[src/rtl/hilo_pkg.sv]
// Shared op encodings and FSM state type for the HI/LO multiply/divide unit.
package hilo_pkg;

  localparam logic [2:0] OP_NOP   = 3'd0;
  localparam logic [2:0] OP_MULT  = 3'd1;
  localparam logic [2:0] OP_MULTU = 3'd2;
  localparam logic [2:0] OP_DIV   = 3'd3;
  localparam logic [2:0] OP_DIVU  = 3'd4;
  localparam logic [2:0] OP_MTHI  = 3'd5;
  localparam logic [2:0] OP_MTLO  = 3'd6;

  typedef enum logic [1:0] {
    ST_IDLE = 2'd0,
    ST_RUN  = 2'd1,
    ST_FIX  = 2'd2
  } state_t;

endpackage

[src/rtl/hilo_iter_core.sv]
// One-bit-per-cycle unsigned shift-add multiplier / restoring divider.
// Result layout in acc: {hi, lo} product, or {remainder, quotient}.
module hilo_iter_core #(
  parameter int WIDTH = 32
) (
  input  logic               clk,
  input  logic               rst,
  input  logic               start,
  input  logic               div_mode,
  input  logic [WIDTH-1:0]   lo_init,
  input  logic [WIDTH-1:0]   m_init,
  input  logic               step,
  output logic               last,
  output logic [2*WIDTH-1:0] acc
);

  localparam int CW = $clog2(WIDTH + 1);

  logic [2*WIDTH-1:0] acc_q, acc_d;
  logic [WIDTH-1:0]   m_q, m_d;
  logic [CW-1:0]      cnt_q, cnt_d;
  logic               div_mode_q, div_mode_d;
  logic [WIDTH:0]     sum, shifted, diff;

  assign last = (cnt_q == CW'(WIDTH - 1));
  assign acc  = acc_q;

  always_comb begin
    acc_d      = acc_q;
    m_d        = m_q;
    cnt_d      = cnt_q;
    div_mode_d = div_mode_q;
    sum        = '0;
    shifted    = '0;
    diff       = '0;
    if (start) begin
      acc_d      = {{WIDTH{1'b0}}, lo_init};
      m_d        = m_init;
      cnt_d      = '0;
      div_mode_d = div_mode;
    end else if (step) begin
      cnt_d = cnt_q + CW'(1);
      if (div_mode_q) begin
        // Remainder lives in the upper half; quotient bits shift in at the bottom.
        shifted = acc_q[2*WIDTH-1:WIDTH-1];
        diff    = shifted - {1'b0, m_q};
        if (!diff[WIDTH]) acc_d = {diff[WIDTH-1:0], acc_q[WIDTH-2:0], 1'b1};
        else              acc_d = {shifted[WIDTH-1:0], acc_q[WIDTH-2:0], 1'b0};
      end else begin
        sum   = {1'b0, acc_q[2*WIDTH-1:WIDTH]} + {1'b0, m_q & {WIDTH{acc_q[0]}}};
        acc_d = {sum, acc_q[WIDTH-1:1]};
      end
    end
  end

  always_ff @(posedge clk) begin
    if (rst) begin
      cnt_q      <= '0;
      div_mode_q <= 1'b0;
    end else begin
      cnt_q      <= cnt_d;
      div_mode_q <= div_mode_d;
    end
  end

  always_ff @(posedge clk) begin
    acc_q <= acc_d;
    m_q   <= m_d;
  end

endmodule

[src/rtl/hilo_muldiv_unit.sv]
// HI/LO register unit with iterative MULT/MULTU/DIV/DIVU and MTHI/MTLO.
// Optional in-flight abort enabled by defining HILO_FLUSH_EN.
module hilo_muldiv_unit
  import hilo_pkg::*;
#(
  parameter int WIDTH = 32
) (
  input  logic             clk,
  input  logic             reset,
  input  logic             op_valid,
  input  logic [2:0]       op,
  input  logic [WIDTH-1:0] rs,
  input  logic [WIDTH-1:0] rt,
  input  logic             flush,
  output logic [WIDTH-1:0] hi,
  output logic [WIDTH-1:0] lo,
  output logic             busy,
  output logic             done
);

  function automatic logic [WIDTH-1:0] cneg_w(input logic [WIDTH-1:0] v, input logic s);
    return s ? -v : v;
  endfunction

  function automatic logic [2*WIDTH-1:0] cneg_dw(input logic [2*WIDTH-1:0] v, input logic s);
    return s ? -v : v;
  endfunction

  state_t             state_q, state_d;
  logic [WIDTH-1:0]   hi_q, hi_d, lo_q, lo_d, rs_raw_q, rs_raw_d;
  logic               busy_q, busy_d, done_q, done_d;
  logic               neg_q, neg_d, rem_neg_q, rem_neg_d, div_q, div_d, div0_q, div0_d;
  logic               is_div, is_signed, is_muldiv, start, step, last, flush_act;
  logic [WIDTH-1:0]   rs_mag, rt_mag;
  logic [2*WIDTH-1:0] acc, prod;

  assign is_div    = (op == OP_DIV) || (op == OP_DIVU);
  assign is_signed = (op == OP_MULT) || (op == OP_DIV);
  assign is_muldiv = is_div || (op == OP_MULT) || (op == OP_MULTU);
  assign rs_mag    = cneg_w(rs, is_signed && rs[WIDTH-1]);
  assign rt_mag    = cneg_w(rt, is_signed && rt[WIDTH-1]);
  assign start     = (state_q == ST_IDLE) && op_valid && is_muldiv;
  assign step      = (state_q == ST_RUN);
  assign prod      = cneg_dw(acc, neg_q);

`ifdef HILO_FLUSH_EN
  assign flush_act = flush && (state_q != ST_IDLE);
`else
  logic unused_flush;
  assign unused_flush = flush;
  assign flush_act    = 1'b0;
`endif

  hilo_iter_core #(.WIDTH(WIDTH)) u_core (
    .clk      (clk),
    .rst      (reset),
    .start    (start),
    .div_mode (is_div),
    .lo_init  (is_div ? rs_mag : rt_mag),
    .m_init   (is_div ? rt_mag : rs_mag),
    .step     (step),
    .last     (last),
    .acc      (acc)
  );

  always_comb begin
    state_d   = state_q;
    hi_d      = hi_q;
    lo_d      = lo_q;
    done_d    = 1'b0;
    neg_d     = neg_q;
    rem_neg_d = rem_neg_q;
    div_d     = div_q;
    div0_d    = div0_q;
    rs_raw_d  = rs_raw_q;
    case (state_q)
      ST_IDLE: begin
        if (op_valid) begin
          if (op == OP_MTHI) hi_d = rs;
          if (op == OP_MTLO) lo_d = rs;
          if (is_muldiv) begin
            neg_d     = is_signed && (rs[WIDTH-1] ^ rt[WIDTH-1]);
            rem_neg_d = is_signed && rs[WIDTH-1];
            div_d     = is_div;
            div0_d    = is_div && (rt == '0);
            rs_raw_d  = rs;
            state_d   = (is_div && (rt == '0)) ? ST_FIX : ST_RUN;
          end
        end
      end
      ST_RUN: if (last) state_d = ST_FIX;
      ST_FIX: begin
        if (div0_q) begin
          hi_d = rs_raw_q;
          lo_d = '1;
        end else if (div_q) begin
          lo_d = cneg_w(acc[WIDTH-1:0], neg_q);
          hi_d = cneg_w(acc[2*WIDTH-1:WIDTH], rem_neg_q);
        end else begin
          hi_d = prod[2*WIDTH-1:WIDTH];
          lo_d = prod[WIDTH-1:0];
        end
        done_d  = 1'b1;
        state_d = ST_IDLE;
      end
      default: state_d = ST_IDLE;
    endcase
    // An abort discards whatever the FSM would have committed this edge.
    if (flush_act) begin
      state_d = ST_IDLE;
      hi_d    = hi_q;
      lo_d    = lo_q;
      done_d  = 1'b0;
    end
    busy_d = (state_d != ST_IDLE);
  end

  always_ff @(posedge clk) begin
    if (reset) begin
      state_q <= ST_IDLE;
      hi_q    <= '0;
      lo_q    <= '0;
      busy_q  <= 1'b0;
      done_q  <= 1'b0;
    end else begin
      state_q <= state_d;
      hi_q    <= hi_d;
      lo_q    <= lo_d;
      busy_q  <= busy_d;
      done_q  <= done_d;
    end
  end

  always_ff @(posedge clk) begin
    neg_q     <= neg_d;
    rem_neg_q <= rem_neg_d;
    div_q     <= div_d;
    div0_q    <= div0_d;
    rs_raw_q  <= rs_raw_d;
  end

  assign hi   = hi_q;
  assign lo   = lo_q;
  assign busy = busy_q;
  assign done = done_q;

endmodule

[config.mk]
export PLATFORM = sky130hd
export DESIGN_NAME = hilo_muldiv_unit
export DESIGN_NICKNAME = d
export VERILOG_FILES = /design/src/rtl/hilo_pkg.sv /design/src/rtl/hilo_iter_core.sv /design/src/rtl/hilo_muldiv_unit.sv
export SDC_FILE = /design/constraint.sdc
export NUM_CORES = 1
export LEC_CHECK = 0
export ABC_AREA = 1
export CAP_MARGIN = 10
export CELL_PAD_IN_SITES_DETAIL_PLACEMENT = 0
export CELL_PAD_IN_SITES_GLOBAL_PLACEMENT = 1
export CORE_MARGIN = 2
export CORE_UTILIZATION = 30
export CTS_BUF_LIST = sky130_fd_sc_hd__clkbuf_8
export DETAILED_ROUTE_END_ITERATION = 16
export GPL_TIMING_DRIVEN = 0
export HOLD_SLACK_MARGIN = 0.1
export PLACE_DENSITY_LB_ADDON = 0.1
export SETUP_SLACK_MARGIN = 0.4
export SYNTH_ARGS = -nofsm -noshare
export SYNTH_HDL_FRONTEND = slang
export SYNTH_SLANG_ARGS = --single-unit
[constraint.sdc]
create_clock -name clk -period 2.6 [get_ports clk]
set_input_delay 0.39 -clock clk [delete_from_list [all_inputs] [get_ports clk]]
set_output_delay 0.39 -clock clk [all_outputs]
set_load 0.03 [all_outputs]
Word-level counts from Yosys, hierarchy flattened

Index checks and enable logic that the tools add are counted.

$add $sub $neg: 8
Equality and inequality tests: 12
Muxes and demuxes: 27
Bitwise logic cells: 2
Reduce and logical (&&, ||, !) cells: 19

Operators with widths:

| cell                  | count |
|---|---|
| $mux W32              | 16 |
| $mux W64              | 3 |
| $neg A32 Y32          | 4 |
| $pmux W32 S2          | 2 |
| $neg A64 Y64          | 1 |
| $add A32 B32 Y33      | 1 |
| $sub A33 B32 Y33      | 1 |
| $and A32 B32 Y32      | 1 |
| $logic_not A32 Y1     | 1 |
| $eq A3 B3 Y1 const B  | 3 |
| $reduce_and A3 Y1     | 3 |
| $mux W2               | 4 |
| $add A6 B1 Y6 const B | 1 |
| $eq A3 B2 Y1 const B  | 2 |
| $eq A6 B5 Y1 const B  | 1 |
| $logic_and A1 B1 Y1   | 6 |
| $reduce_bool A2 Y1    | 3 |
| $logic_or A1 B1 Y1    | 4 |
| $ne A2 B1 Y1 const B  | 2 |
| $pmux W2 S2           | 1 |
| $eq A3 B1 Y1 const B  | 1 |
| $eq A2 B1 Y1 const B  | 1 |
| $eq A2 B2 Y1 const B  | 1 |
| $logic_not A2 Y1      | 1 |
| other kinds (4)       | 4 |

Register bits after elaboration: 207
Bits of input ports: 71
Output and inout bits: 66
Word-level logic and storage cells: 83

Depth between registers and ports, before layout

Gate-level depths: netlist of the first run.

Depth after elaboration: 8
Gate-level depth with buffers: 19
Mapped depth without buffers: 18

Cells and area by module

A second synthesis of the first run with hierarchy kept.

Cell total of the unflattened synthesis: 3341
Area, all modules: 19876.6 sq um

By module, submodules not included:

| module           | times used | cells each | area an instance (sq um) | sequential area each (sq um) |
|---|---|---|---|---|
| hilo_iter_core   | 1          | 1680       | 10022.1                  | 2702.6 |
| hilo_muldiv_unit | 1          | 1661       | 9854.5                   | 2442.3 |

Least setup slack after synthesis of the first run

Ideal clock, no wire load.

Path kind: register to register
From: reg u_core.acc_q[31], in the netlist u_core.acc[31]
To: reg u_core.acc_q[0], in the netlist u_core.acc[0] (data pin)
Setup time: 0.271 ns
Arrival: 2.144 ns
Data required time: 2.329 ns
Slack: 0.185 ns
Stages on the path, launching flop included: 17
Path buffers: 1
Clock period less this slack: 2.415 ns
Cell sequence: edfxtp_1 -> inv_1 -> ha_1 -> fa_1 -> inv_1 -> nand3_1 -> nand2_2 -> nand2_1 -> nand2_1 -> nand2_1 -> nand2_2 -> nand2_2 -> nand3_1 -> nand2_4 -> buf_6 -> o21ai_1 -> o221ai_1

Word-level cells in the longest chain between the ends: 5

Ends and longest elaborated chain:

| element                   | RTL line             | RTL |
|---|---|---|
| start, declared           | hilo_iter_core.sv:19 | `logic [2*WIDTH-1:0] acc_q, acc_d;` |
| start signal, assigned    | hilo_iter_core.sv:67 | `acc_q <= acc_d;` |
| $sub A33 B32 Y33          | hilo_iter_core.sv:46 | `diff = shifted - {1'b0, m_q};` |
| $mux W64                  | hilo_iter_core.sv:47 | `if (!diff[WIDTH]) acc_d = {diff[WIDTH-1:0], acc_q[WIDTH-2:0], 1'b1};` |
| $mux W64                  | hilo_iter_core.sv:43 | `if (div_mode_q) begin` |
| $mux W32                  | hilo_iter_core.sv:41 | `end else if (step) begin` |
| $mux W32                  | hilo_iter_core.sv:36 | `if (start) begin` |
| named net u_core.acc_d[0] | hilo_iter_core.sv:19 |  |

The timed path passes the listed nets, and every way through them passes these cells. The select of a mux whose other input is x is not followed.
A chain may end at the register's enable or synchronous reset.

Worst setup path in the final report of the first run

From: reg u_core.m_q[27]
To: reg u_core.acc_q[0], in the netlist u_core.acc[0] (data pin)

Word-level cells in the longest chain between the ends: 5

Ends and longest elaborated chain:

| element                   | RTL line             | RTL |
|---|---|---|
| start, declared           | hilo_iter_core.sv:20 | `logic [WIDTH-1:0] m_q, m_d;` |
| start signal, assigned    | hilo_iter_core.sv:68 | `m_q <= m_d;` |
| $sub A33 B32 Y33          | hilo_iter_core.sv:46 |  |
| $mux W64                  | hilo_iter_core.sv:47 |  |
| $mux W64                  | hilo_iter_core.sv:43 |  |
| $mux W32                  | hilo_iter_core.sv:41 |  |
| $mux W32                  | hilo_iter_core.sv:36 |  |
| named net u_core.acc_d[0] | hilo_iter_core.sv:19 |  |

The timed path passes the listed nets, and every way through them passes these cells. The select of a mux whose other input is x is not followed.

==> metrics.txt, run 1 <==
pin slew with the least headroom to its limit 1.15 ns; Die Height 256 microns; wirelength, routed 106000 microns; post-synthesis sequential area ratio 27.0%; startpoint types flop; Longest Clk Path Bufs 3; Starting Density 30.3%; post-route setup TNS -0.0866 ns; non-filler cells in the finished layout 4369; number of pins with negative max-slew slack in the final report 0; max-capacitance violation count 0; pin count of the biggest net entering global routing 38; dpl ws -1.14 ns; maximum vdd ir drop 0.312 mV; CP Class reg -> reg; endpoint arrival time on the critical path 2.99 ns; final design instance area without fill 26400 sq um; total core area 62900 sq um; Hold Violations, Final 0; max_slew headroom 23.3%; area share of the largest cell type after synthesis 18.8%; ant diodes 0; ratio of cells with drive above 1 in the final layout 23.3%; number of rows in the core area 92; Final setup violation count 3; latest clock arrival within the worst-skew pair 0.64 ns; RSZ-0062 raised after global routing yes; Achievable Freq 377 MHz; net count of the mapped netlist 3328; global-route wire length before repair 150000 microns; CTS tree yes; leading cell types by total area after synthesis sky130_fd_sc_hd__nand2_1, sky130_fd_sc_hd__edfxtp_1, sky130_fd_sc_hd__dfxtp_1; total via count after detailed routing 22600; utilization of the core after routing 42.1%; gr ovfl total 0; endpoint type of the worst setup path flop; Placed Area 21500 sq um; number of antenna-violating nets in the routed design 0; number of distinct library cells after synthesis 54; Clk Tree Root Cell sky130_fd_sc_hd__clkbuf_8; DRC Markers 0; Vias per Instance 5.17; iteration count of the initial detailed-routing pass 7; placed wire-length estimate after detailed placement 86700 microns; initial antenna violation count 0; final period demand of the worst path 2.65 ns; most common library cell in the layout ignoring fill and taps sky130_fd_sc_hd__nand2_1; P&R area growth vs syn 39.0%; class of the tightest hold or removal check in -> reg; Boundary Pins 137; clock edge transition at the registers on the reported setup and hold paths 0.06 ns; Die X 256 microns; CTS HTree Levels 2; number of nets in the finished design 3631; leading area contributor after synthesis sky130_fd_sc_hd__nand2_1; Clock Skew 0.0489 ns; setup slack of the critical path after layout -0.0497 ns; Main synth FF type sky130_fd_sc_hd__dfxtp_1; average size of a mapped cell 5.97 sq um; area of the mapped netlist 19000 sq um; Tot GR Track Use 31.3%; final critical-path share of the clock period 102%; Critical Path RT 2.94 ns; count of synthesis-stage warnings from yosys 0; power density over the cells 701 nW/um^2; #FFs+latches synth 207; total power 18.5 mW; number of I/O port buffers 135; most used cells in the layout excluding fill and tap cells sky130_fd_sc_hd__nand2_1, sky130_fd_sc_hd__inv_1, sky130_fd_sc_hd__nor2_1, sky130_fd_sc_hd__o21ai_0, sky130_fd_sc_hd__nand3_1; leakage component of the power 12.2 nW; routed wirelength normalized by instance count 24.3 microns; CTS Sinks 207; Critical Path Fanout Max 8; dpl cells 4167; die area 65400 sq um; initial drt markers 1794; Gate Count Post-Synth 3186; total clock buffers created by CTS 42; Post-synth EDFFs 100; RePlAce Congestion 0.984; vias in the first global route 21800; run status finished with violations; Async S/R FF share, synth 0%; violations in the final reports negative setup slack; post-route worst hold slack 0.163 ns
## layout make-up
class,count,area [sq um]
Inverter,469,1820
Fill cell,6979,36400
Sequential cell,207,5180
Timing Repair inverter,1,11.3
Timing Repair Buffer,258,2440
Clock inverter,31,189
Tap cell,846,1060
Buffer,103,621
Clock buffer,47,647
Multi-Input combinational cell,2407,14500
## cells by family (layout without fill, tap and decap cells)
group / Yosys count / count (layout) / share of synthesized area (%)
and+or+nand+nor: 1746 / 1746 / 37.8
buffers and inverters: 572 / 909 / 11.9
AOI/OAI and AO/OA: 512 / 512 / 14.9
DFF: 207 / 207 / 27.0
xor gates and xnor gates: 76 / 76 / 3.50
adders and majority gates: 71 / 71 / 4.75
muxes: 2 / 2 / 0.105
## path summary, 6_finish.rpt
| path | from | endpoint | slack, ns | cells after the start |
|---|---|---|---|---|
| worst max-delay path | u_core.m_q[27] | u_core.acc[0] | -0.05 | 13 |
| worst min register to register | u_core.cnt_q[1] | u_core.cnt_q[1] | 0.50 | 2 |
| worst max register to register | u_core.m_q[27] | u_core.acc[0] | -0.05 | 13 |
| worst min-delay path | rs[4] | rs_raw_q[4] | 0.16 | 1 |
## sequential cells by signal (all words and copies together) (netlist names)
signal	cells
busy	1
div0_q	1
div_q	1
done	1
hi	32
lo	32
neg_q	1
rem_neg_q	1
rs_raw_q	32
state_q	2
u_core.acc	64
u_core.cnt_q	6
u_core.div_mode_q	1
u_core.m_q	32
## synthesized netlist by cell type (10+ instances only)
master / number
sky130_fd_sc_hd__nand2_1: 954
sky130_fd_sc_hd__nand3b_1: 11
sky130_fd_sc_hd__a21oi_1: 187
sky130_fd_sc_hd__nand3_1: 205
sky130_fd_sc_hd__or2_2: 10
sky130_fd_sc_hd__inv_1: 459
sky130_fd_sc_hd__ha_1: 69
sky130_fd_sc_hd__o211ai_1: 20
sky130_fd_sc_hd__a22oi_1: 32
sky130_fd_sc_hd__buf_2: 11
sky130_fd_sc_hd__nor2_2: 10
sky130_fd_sc_hd__clkbuf_1: 65
sky130_fd_sc_hd__xnor2_1: 15
sky130_fd_sc_hd__nand2_2: 11
sky130_fd_sc_hd__xor2_1: 61
sky130_fd_sc_hd__nor2_1: 450
sky130_fd_sc_hd__o21ai_0: 212
sky130_fd_sc_hd__dfxtp_1: 107
sky130_fd_sc_hd__nand4_1: 24
sky130_fd_sc_hd__edfxtp_1: 100
sky130_fd_sc_hd__o21ai_1: 11
sky130_fd_sc_hd__nor3_1: 41
## routing by layer
layer / up-vias / GRT usage (%) / wire length [microns]
met5: - / 0 / 0
met4: 0 / 13.8 / 5600
met3: 146 / 2.59 / 4520
met2: 604 / 54.4 / 51200
met1: 11000 / 39.5 / 44800
li1: 10800 / - / -
## critical path, cell delays in order (launching register included)
cell,delay (ns)
sky130_fd_sc_hd__edfxtp_1,0.50
sky130_fd_sc_hd__inv_2,0.08
sky130_fd_sc_hd__ha_4,0.32
sky130_fd_sc_hd__nand2_2,0.08
sky130_fd_sc_hd__nor2_2,0.12
sky130_fd_sc_hd__inv_1,0.09
sky130_fd_sc_hd__nor3_4,0.26
sky130_fd_sc_hd__and2_4,0.19
sky130_fd_sc_hd__nand2_4,0.08
sky130_fd_sc_hd__nand3_4,0.09
sky130_fd_sc_hd__nand2_8,0.13
sky130_fd_sc_hd__buf_12,0.18
sky130_fd_sc_hd__o21ai_4,0.12
sky130_fd_sc_hd__o221ai_2,0.12
## power by group
part           total (mW)  internal (mW)  switching, mW
logic                10.2           3.62           6.54
clock network        3.50           1.86           1.64
registers            4.89           3.88           1.02
total                18.5           9.36           9.19
## timing repair
action                     in CTS  in global routing
gates resized for setup       370                455
hold buffers                    0                  0
setup buffers                  66                 50
cloned                          5                  3
pin swaps                      35                144
setup endpoints to repair     260                177
(Power assumes the default switching activity.)
==> run 2, diff against run 1 <==
CORE_MARGIN = not set   (was 2)
HOLD_SLACK_MARGIN = not set   (was 0.1)
==> run 2 against run 1 <==
The run still ends with negative setup slack left. Design area increased by 0.66%. Via count about the same. Clock skew decreased by 0.026 ns. Global-route usage increased by 0.79 points. Cell count decreased by 0.37%. Power about the same. Combinational power about the same. Sequential share of layout area decreased by 0.11 points. Die area decreased by 1.6%. Count of clock-buffer cells in the layout decreased by 4. Critical endpoint is now u_core.acc[58]. Largest power group unchanged. Highest routed layer unchanged.
==> metrics.txt, run 2 (synthesis results as in run 1) <==
run status finished with violations; violations in the final reports negative setup slack; latest clock arrival within the worst-skew pair 0.62 ns; Clock Skew 0.0225 ns; routed wirelength normalized by instance count 24.3 microns; setup slack of the critical path after layout -0.0298 ns; number of flip-flops under the largest register name 64; class of the tightest hold or removal check in -> reg; clock edge transition at the registers on the reported setup and hold paths 0.06 ns; Boundary Pins 137; Switching Fraction 50.1%; HP Start rs[1]; number of nets in the finished design 3626; final design instance area without fill 26600 sq um; cts-stage hold buffer count 0; Longest Clk Path Bufs 3; number of I/O port buffers 135; Hold Path Stages 1; DRC Markers 0; Die X 254 microns; vias in the first global route 21900; post-route setup TNS -0.0621 ns; hold-critical path endpoint rs_raw_q[1]; CTS Sinks 207; maximum vdd ir drop 0.334 mV; sequential share of power 26.5%; power density over the cells 697 nW/um^2; launch point of the worst reg-to-reg path u_core.m_q[18]; P&R area growth vs syn 39.9%; non-filler cells in the finished layout 4353; initial drt markers 1842; final critical-path share of the clock period 101%; Placed Area 21500 sq um; Vias per Instance 5.18; leakage component of the power 12.1 nW; CTS HTree Levels 2; Achievable Freq 380 MHz; wirelength, routed 106000 microns; die area 64400 sq um; CTS tree yes; most common library cell in the layout ignoring fill and taps sky130_fd_sc_hd__nand2_1; Critical Path Fanout Max 5; total clock buffers created by CTS 40; switching power summed over all nets 9.29 mW; internal power consumption 9.25 mW; reg-to-reg slack, setup -0.03 ns; total core area 62200 sq um; endpoint type of the worst setup path flop; RePlAce Congestion 1.02; part of the total power dissipated in the clock network 17.5%; Starting Density 30.6%; total via count after detailed routing 22600; end of the worst register-to-register path u_core.acc[58]; Die Height 254 microns; endpoint arrival time on the critical path 3.17 ns; number of antenna-violating nets in the routed design 0; placed wire-length estimate after detailed placement 86300 microns; pin slew with the least headroom to its limit 1.29 ns; Critical Path RT 3.14 ns; CP Class reg -> reg; Final setup violation count 3; startpoint types flop; dpl cells 4158; Tot GR Track Use 32.1%; gr ovfl total 0; most used cells in the layout excluding fill and tap cells sky130_fd_sc_hd__nand2_1, sky130_fd_sc_hd__inv_1, sky130_fd_sc_hd__nor2_1, sky130_fd_sc_hd__o21ai_0, sky130_fd_sc_hd__nand3_1; RSZ-0062 raised after global routing yes; Worst Reg-to-Reg Cells 16; Gate power share 56.0%; Hold Violations, Final 0; iteration count of the initial detailed-routing pass 5; max_slew headroom 13.8%; number of fill cells in the layout 6815; global-route wire length before repair 148000 microns; pin count of the biggest net entering global routing 38; initial antenna violation count 0; Clk Tree Root Cell sky130_fd_sc_hd__clkbuf_8; number of rows in the core area 91; final period demand of the worst path 2.63 ns; number of pins with negative max-slew slack in the final report 0; ratio of cells with drive above 1 in the final layout 23.3%; max-capacitance violation count 0
run 2: final cells by class:
class                      count  area, sq um  area share, %
inverter                     469         1820           6.82
tap                          837         1050           3.93
multi-input combinational   2407        14700           55.1
buffer                       103          631           2.37
sequential                   207         5190           19.5
timing repair buffer         256         2500           9.39
antenna                        1         2.50        0.00940
clock buffer                  43          592           2.22
clock inverter                30          164          0.616
run 2: layer usage:
metal  wire (microns)  part of all wire [%]  vias to the layer above  track usage, %
met3             5470                   5.2                      194            3.63
met1            44500                    42                    10900            40.4
met5                0                     0                        -               0
met4             6430                   6.1                        0            17.5
li1                 -                     -                    10800               -
met2            49200                    47                      702            53.4
run 2: power by group through the flow:
stage,Combinational [mW],Clock [mW],Sequential (mW)
6_report,10.4,3.24,4.92
5_1_grt,11.2,3.41,4.92
4_1_cts,9.56,3.29,4.85
3_5_place_dp,7.57,0,4.80
3_3_place_gp,7.57,0,4.81
2_1_floorplan,4.90,0,4.31
run 2: worst max-delay path by stage:
stage	from	cells past startpoint	slack [ns]	end
after floorplan	u_core.acc[31]	16	0.36	u_core.acc[0]
after global placement	op[2]	9	-1.63	u_core.acc[3]
after detailed placement	op[2]	9	-1.22	u_core.acc[4]
after CTS	u_core.m_q[0]	18	-0.009	u_core.acc[62]
after global routing	u_core.m_q[0]	18	-0.1	u_core.acc[53]
final	u_core.m_q[18]	16	-0.03	u_core.acc[58]
run 2: timing repair:
item                                    4_1_cts  5_1_grt
setup buffers                                67       49
endpoints found under the setup margin      253      162
pin swaps                                   106      131
gates resized for setup                     557      306
cloned                                        5        0
run 2: through the flow:
step	utilization [%]	power [mW]	worst slack [ns]	hold WS [ns]
after floorplan	-	9.21	0.362	0.458
after global placement	34.6	12.4	-1.63	0.473
after detailed placement	34.6	12.4	-1.22	0.493
after CTS	40.3	17.7	-0.00875	0.331
after global routing	42.8	19.5	-0.0967	0.109
final	42.8	18.5	-0.0298	0.111
run 2: worst max-delay path, cell delays in order (launching register included):
cell                       delay [ns]
sky130_fd_sc_hd__edfxtp_1        0.50
sky130_fd_sc_hd__buf_4           0.19
sky130_fd_sc_hd__buf_4           0.13
sky130_fd_sc_hd__nand2_1         0.13
sky130_fd_sc_hd__inv_1           0.09
sky130_fd_sc_hd__ha_4            0.32
sky130_fd_sc_hd__nand2_2         0.10
sky130_fd_sc_hd__nor2_4          0.15
sky130_fd_sc_hd__buf_4           0.13
sky130_fd_sc_hd__a21oi_2         0.06
sky130_fd_sc_hd__nor2_1          0.17
sky130_fd_sc_hd__nor2_1          0.09
sky130_fd_sc_hd__nand3_1         0.07
sky130_fd_sc_hd__nand2_1         0.07
sky130_fd_sc_hd__nor2_2          0.15
sky130_fd_sc_hd__nor2_1          0.06
sky130_fd_sc_hd__a21oi_1         0.14
==> run 3, diff against run 2 <==
ABC_AREA = 0   (was 1)
CAP_MARGIN = 20   (was 10)
==> run 3 against run 2 <==
The flow still finishes with violations (negative setup slack). Core utilization rose by 0.73 points. Sequential share of layout area increased by 4.1 points. Critical path depth unchanged. Critical endpoint is now u_core.acc[60]. Synthesized cell count is 44% lower. Setup slack worse by 0.95 ns. Highest routed layer unchanged. Via count is 30% lower. Worst hold slack improved by 0.033 ns. First-iteration DRC count is 29% lower. Maximum frequency shrank 27%. Design area fell by 18%. Area after synthesis fell by 20%.
==> metrics.txt, run 3 <==
RSZ-0062 raised after global routing yes; power density over the cells 767 nW/um^2; Post-synth top cells sky130_fd_sc_hd__nor2_1, sky130_fd_sc_hd__a21oi_1, sky130_fd_sc_hd__nand2_1, sky130_fd_sc_hd__dfxtp_1, sky130_fd_sc_hd__o21ai_0; endpoint type of the worst setup path flop; Tot GR Track Use 27.0%; ratio of cells with drive above 1 in the final layout 26.9%; Die Height 228 microns; most common library cell in the layout ignoring fill and taps sky130_fd_sc_hd__nor2_1; P&R area growth vs syn 43.0%; busiest layer in global routing met2; Boundary Pins 137; global-route wire length before repair 104000 microns; number of rows in the core area 82; Async S/R FF share, synth 0%; total core area 50200 sq um; vias in the first global route 15500; internal power consumption 9.46 mW; number of pins with negative max-slew slack in the final report 0; Switching Fraction 43.5%; Hold Violations, Final 0; final design instance area without fill 21800 sq um; area of the mapped netlist 15300 sq um; final critical-path share of the clock period 138%; dpl ws -1.65 ns; area share of the largest cell type after synthesis 19.6%; wirelength, routed 72300 microns; Worst Reg-to-Reg Cells 16; CTS tree yes; max_slew headroom 26.6%; run status finished with violations; Post-synth EDFFs 100; CP Class reg -> reg; max-capacitance violation count 0; total via count after detailed routing 15700; RePlAce Congestion 0.909; Longest Clk Path Bufs 3; clock edge transition at the registers on the reported setup and hold paths 0.06 ns; number of antenna-violating nets in the routed design 0; #FFs+latches synth 207; end of the worst register-to-register path u_core.acc[60]; endpoint arrival time on the critical path 4.04 ns; most used cells in the layout excluding fill and tap cells sky130_fd_sc_hd__nor2_1, sky130_fd_sc_hd__a21oi_1, sky130_fd_sc_hd__nand2_1, sky130_fd_sc_hd__edfxtp_1; fraction of met1 tracks used by global routing 36.3%; total clock buffers created by CTS 41; Clk Tree Root Cell sky130_fd_sc_hd__clkbuf_8; sequential share of power 28.1%; routed wirelength normalized by instance count 25.7 microns; reg-to-reg slack, setup -0.98 ns; gr ovfl total 0; cts-stage hold buffer count 0; Critical Path RT 3.06 ns; Starting Density 30.5%; Main synth FF type sky130_fd_sc_hd__dfxtp_1; number of I/O port buffers 135; launch point of the worst path u_core.acc[32]; class of the tightest hold or removal check in -> reg; number of nets in the finished design 2249; Final setup violation count 72; initial antenna violation count 5; number of distinct library cells after synthesis 81; pin slew with the least headroom to its limit 1.10 ns; cell with the largest stage delay on the worst path sky130_fd_sc_hd__dfxtp_2; met3 Resource Use GR 2.90%; iteration count of the initial detailed-routing pass 5; Gate power share 51.9%; Achievable Freq 279 MHz; startpoint types flop; latest clock arrival within the worst-skew pair 0.61 ns; top-count cell post-synth sky130_fd_sc_hd__nor2_1; part of the total power dissipated in the clock network 20.0%; final period demand of the worst path 3.58 ns; Clock Skew 0.0169 ns; DRC Markers 0; leading cell types by total area after synthesis sky130_fd_sc_hd__edfxtp_1, sky130_fd_sc_hd__dfxtp_1, sky130_fd_sc_hd__a21oi_1; switching power summed over all nets 7.30 mW; violations in the final reports negative setup slack; setup slack of the critical path after layout -0.983 ns; placed wire-length estimate after detailed placement 53700 microns; post-synthesis sequential area ratio 33.7%; number of flip-flops under the largest register name 64; Gate Count Post-Synth 1800; ordered list of cells on the worst path inv_1 -> fa_2 -> and2b_1 -> o2111ai_2 -> a31o_1 -> a31oi_4 -> a31oi_4 -> o311ai_4 -> o211ai_4 -> buf_12 -> buf_12 -> buf_12 -> buf_16 -> buf_4 -> o21ai_2 -> a21oi_1; net count of the mapped netlist 1942; die area 51800 sq um; count of synthesis-stage warnings from yosys 0; delay of the slowest critical-path stage 0.43 ns; maximum vdd ir drop 0.454 mV; utilization of the core after routing 43.5%; Vias per Instance 5.59; launch point of the worst reg-to-reg path u_core.acc[32]; average size of a mapped cell 8.49 sq um; initial drt markers 1308; Die X 228 microns; pin count of the biggest net entering global routing 42; CTS HTree Levels 2; met2 usage in global routing 44.5%; CTS Sinks 207; Critical Path Fanout Max 8; Placed Area 17800 sq um; cell seen most often among critical-path stages sky130_fd_sc_hd__buf_12; end point of the critical path u_core.acc[60]; leading area contributor after synthesis sky130_fd_sc_hd__edfxtp_1; leakage component of the power 8.27 nW
-- run 3: cell count changes after synthesis, moves of 17 or more --
cell	before	now
sky130_fd_sc_hd__nand3_1	205	19
sky130_fd_sc_hd__mux2i_1	2	84
sky130_fd_sc_hd__nand2_1	954	155
sky130_fd_sc_hd__nor2_1	450	184
sky130_fd_sc_hd__clkbuf_1	65	83
sky130_fd_sc_hd__a221oi_1	0	35
sky130_fd_sc_hd__xnor2_1	15	83
sky130_fd_sc_hd__o21ai_0	212	107
sky130_fd_sc_hd__xor2_1	61	99
sky130_fd_sc_hd__inv_1	459	66
sky130_fd_sc_hd__o221ai_1	3	43
sky130_fd_sc_hd__a21o_1	2	19
-- run 3: critical path, delay by kind of cell (launching register included) --
kind,cells,cell delay (ns)
flip-flops,1,0.43
adder cells (fa/ha/maj),1,0.43
buffers and inverters,6,0.87
AND/OR/NAND/NOR,1,0.23
AO/OA/AOI/OAI,8,1.46
-- run 3: cell type report --
cell class	instances	area (sq um)
timing repair inverter	2	15.0
tap	672	841
sequential	207	5170
timing repair buffer	262	2540
inverter	69	267
clock inverter	23	103
antenna	2	5.00
buffer	94	569
multi-input combinational	1430	11600
fill	4915	28300
clock buffer	51	702
-- run 3: power by group through the flow --
stage | clock (mW) | combinational (mW) | sequential [mW]
after floorplan | 0 | 4.56 | 4.37
after global placement | 0 | 6.55 | 4.71
after detailed placement | 0 | 6.54 | 4.71
after CTS | 3.42 | 8.06 | 4.65
after global routing | 3.54 | 9.31 | 4.74
final | 3.35 | 8.70 | 4.70
-- run 3: per-stage QoR --
stage | setup TNS, ns | instances | power (mW) | hold WS, ns
2_1_floorplan | -16.15 | 1800 | 8.93 | 0.476
3_3_place_gp | -220.75 | 2607 | 11.3 | 0.452
3_5_place_dp | -226.45 | 2607 | 11.2 | 0.450
4_1_cts | -35.36 | 2774 | 16.1 | 0.108
5_1_grt | -42.91 | 2810 | 17.6 | 0.106
6_report | -34.42 | 2812 | 16.8 | 0.144
-- run 3: worst min path at each step --
| stage | start | to | slack (ns) | cells past startpoint |
|---|---|---|---|---|
| after floorplan | rs_raw_q[30] | hi[30] | 0.48 | 2 |
| after global placement | hi[12] | hi[12] | 0.45 | 2 |
| after detailed placement | hi[12] | hi[12] | 0.45 | 2 |
| after CTS | rs[2] | rs_raw_q[2] | 0.11 | 1 |
| after global routing | rs[9] | rs_raw_q[9] | 0.11 | 1 |
| final | rs[9] | rs_raw_q[9] | 0.14 | 1 |
-- run 3: logic make-up after synthesis --
kind of cell / after synthesis / synth area share, %
adder cells (fa/ha/maj): 71 / 5.91
AND/OR/NAND/NOR: 536 / 16.4
buffers and inverters: 163 / 4.12
AO/OA/AOI/OAI: 550 / 23.5
XOR/XNOR: 182 / 10.4
multiplexers: 91 / 6.02
flip-flops: 207 / 33.7
-- run 3: routing by layer --
| layer | share of wire, % | vias up |
|---|---|---|
| met5 | 0 | - |
| met4 | 3.6 | 0 |
| met3 | 5.4 | 127 |
| met2 | 47 | 552 |
| met1 | 44 | 7759 |
| li1 | - | 7290 |
-- run 3: what timing repair did --
item,CTS,global route
endpoints found under the hold margin,0,0
endpoints found under the setup margin,265,186
pin swaps,114,111
gates resized for setup,343,225
buffers inserted,89,35
gates cloned,4,1
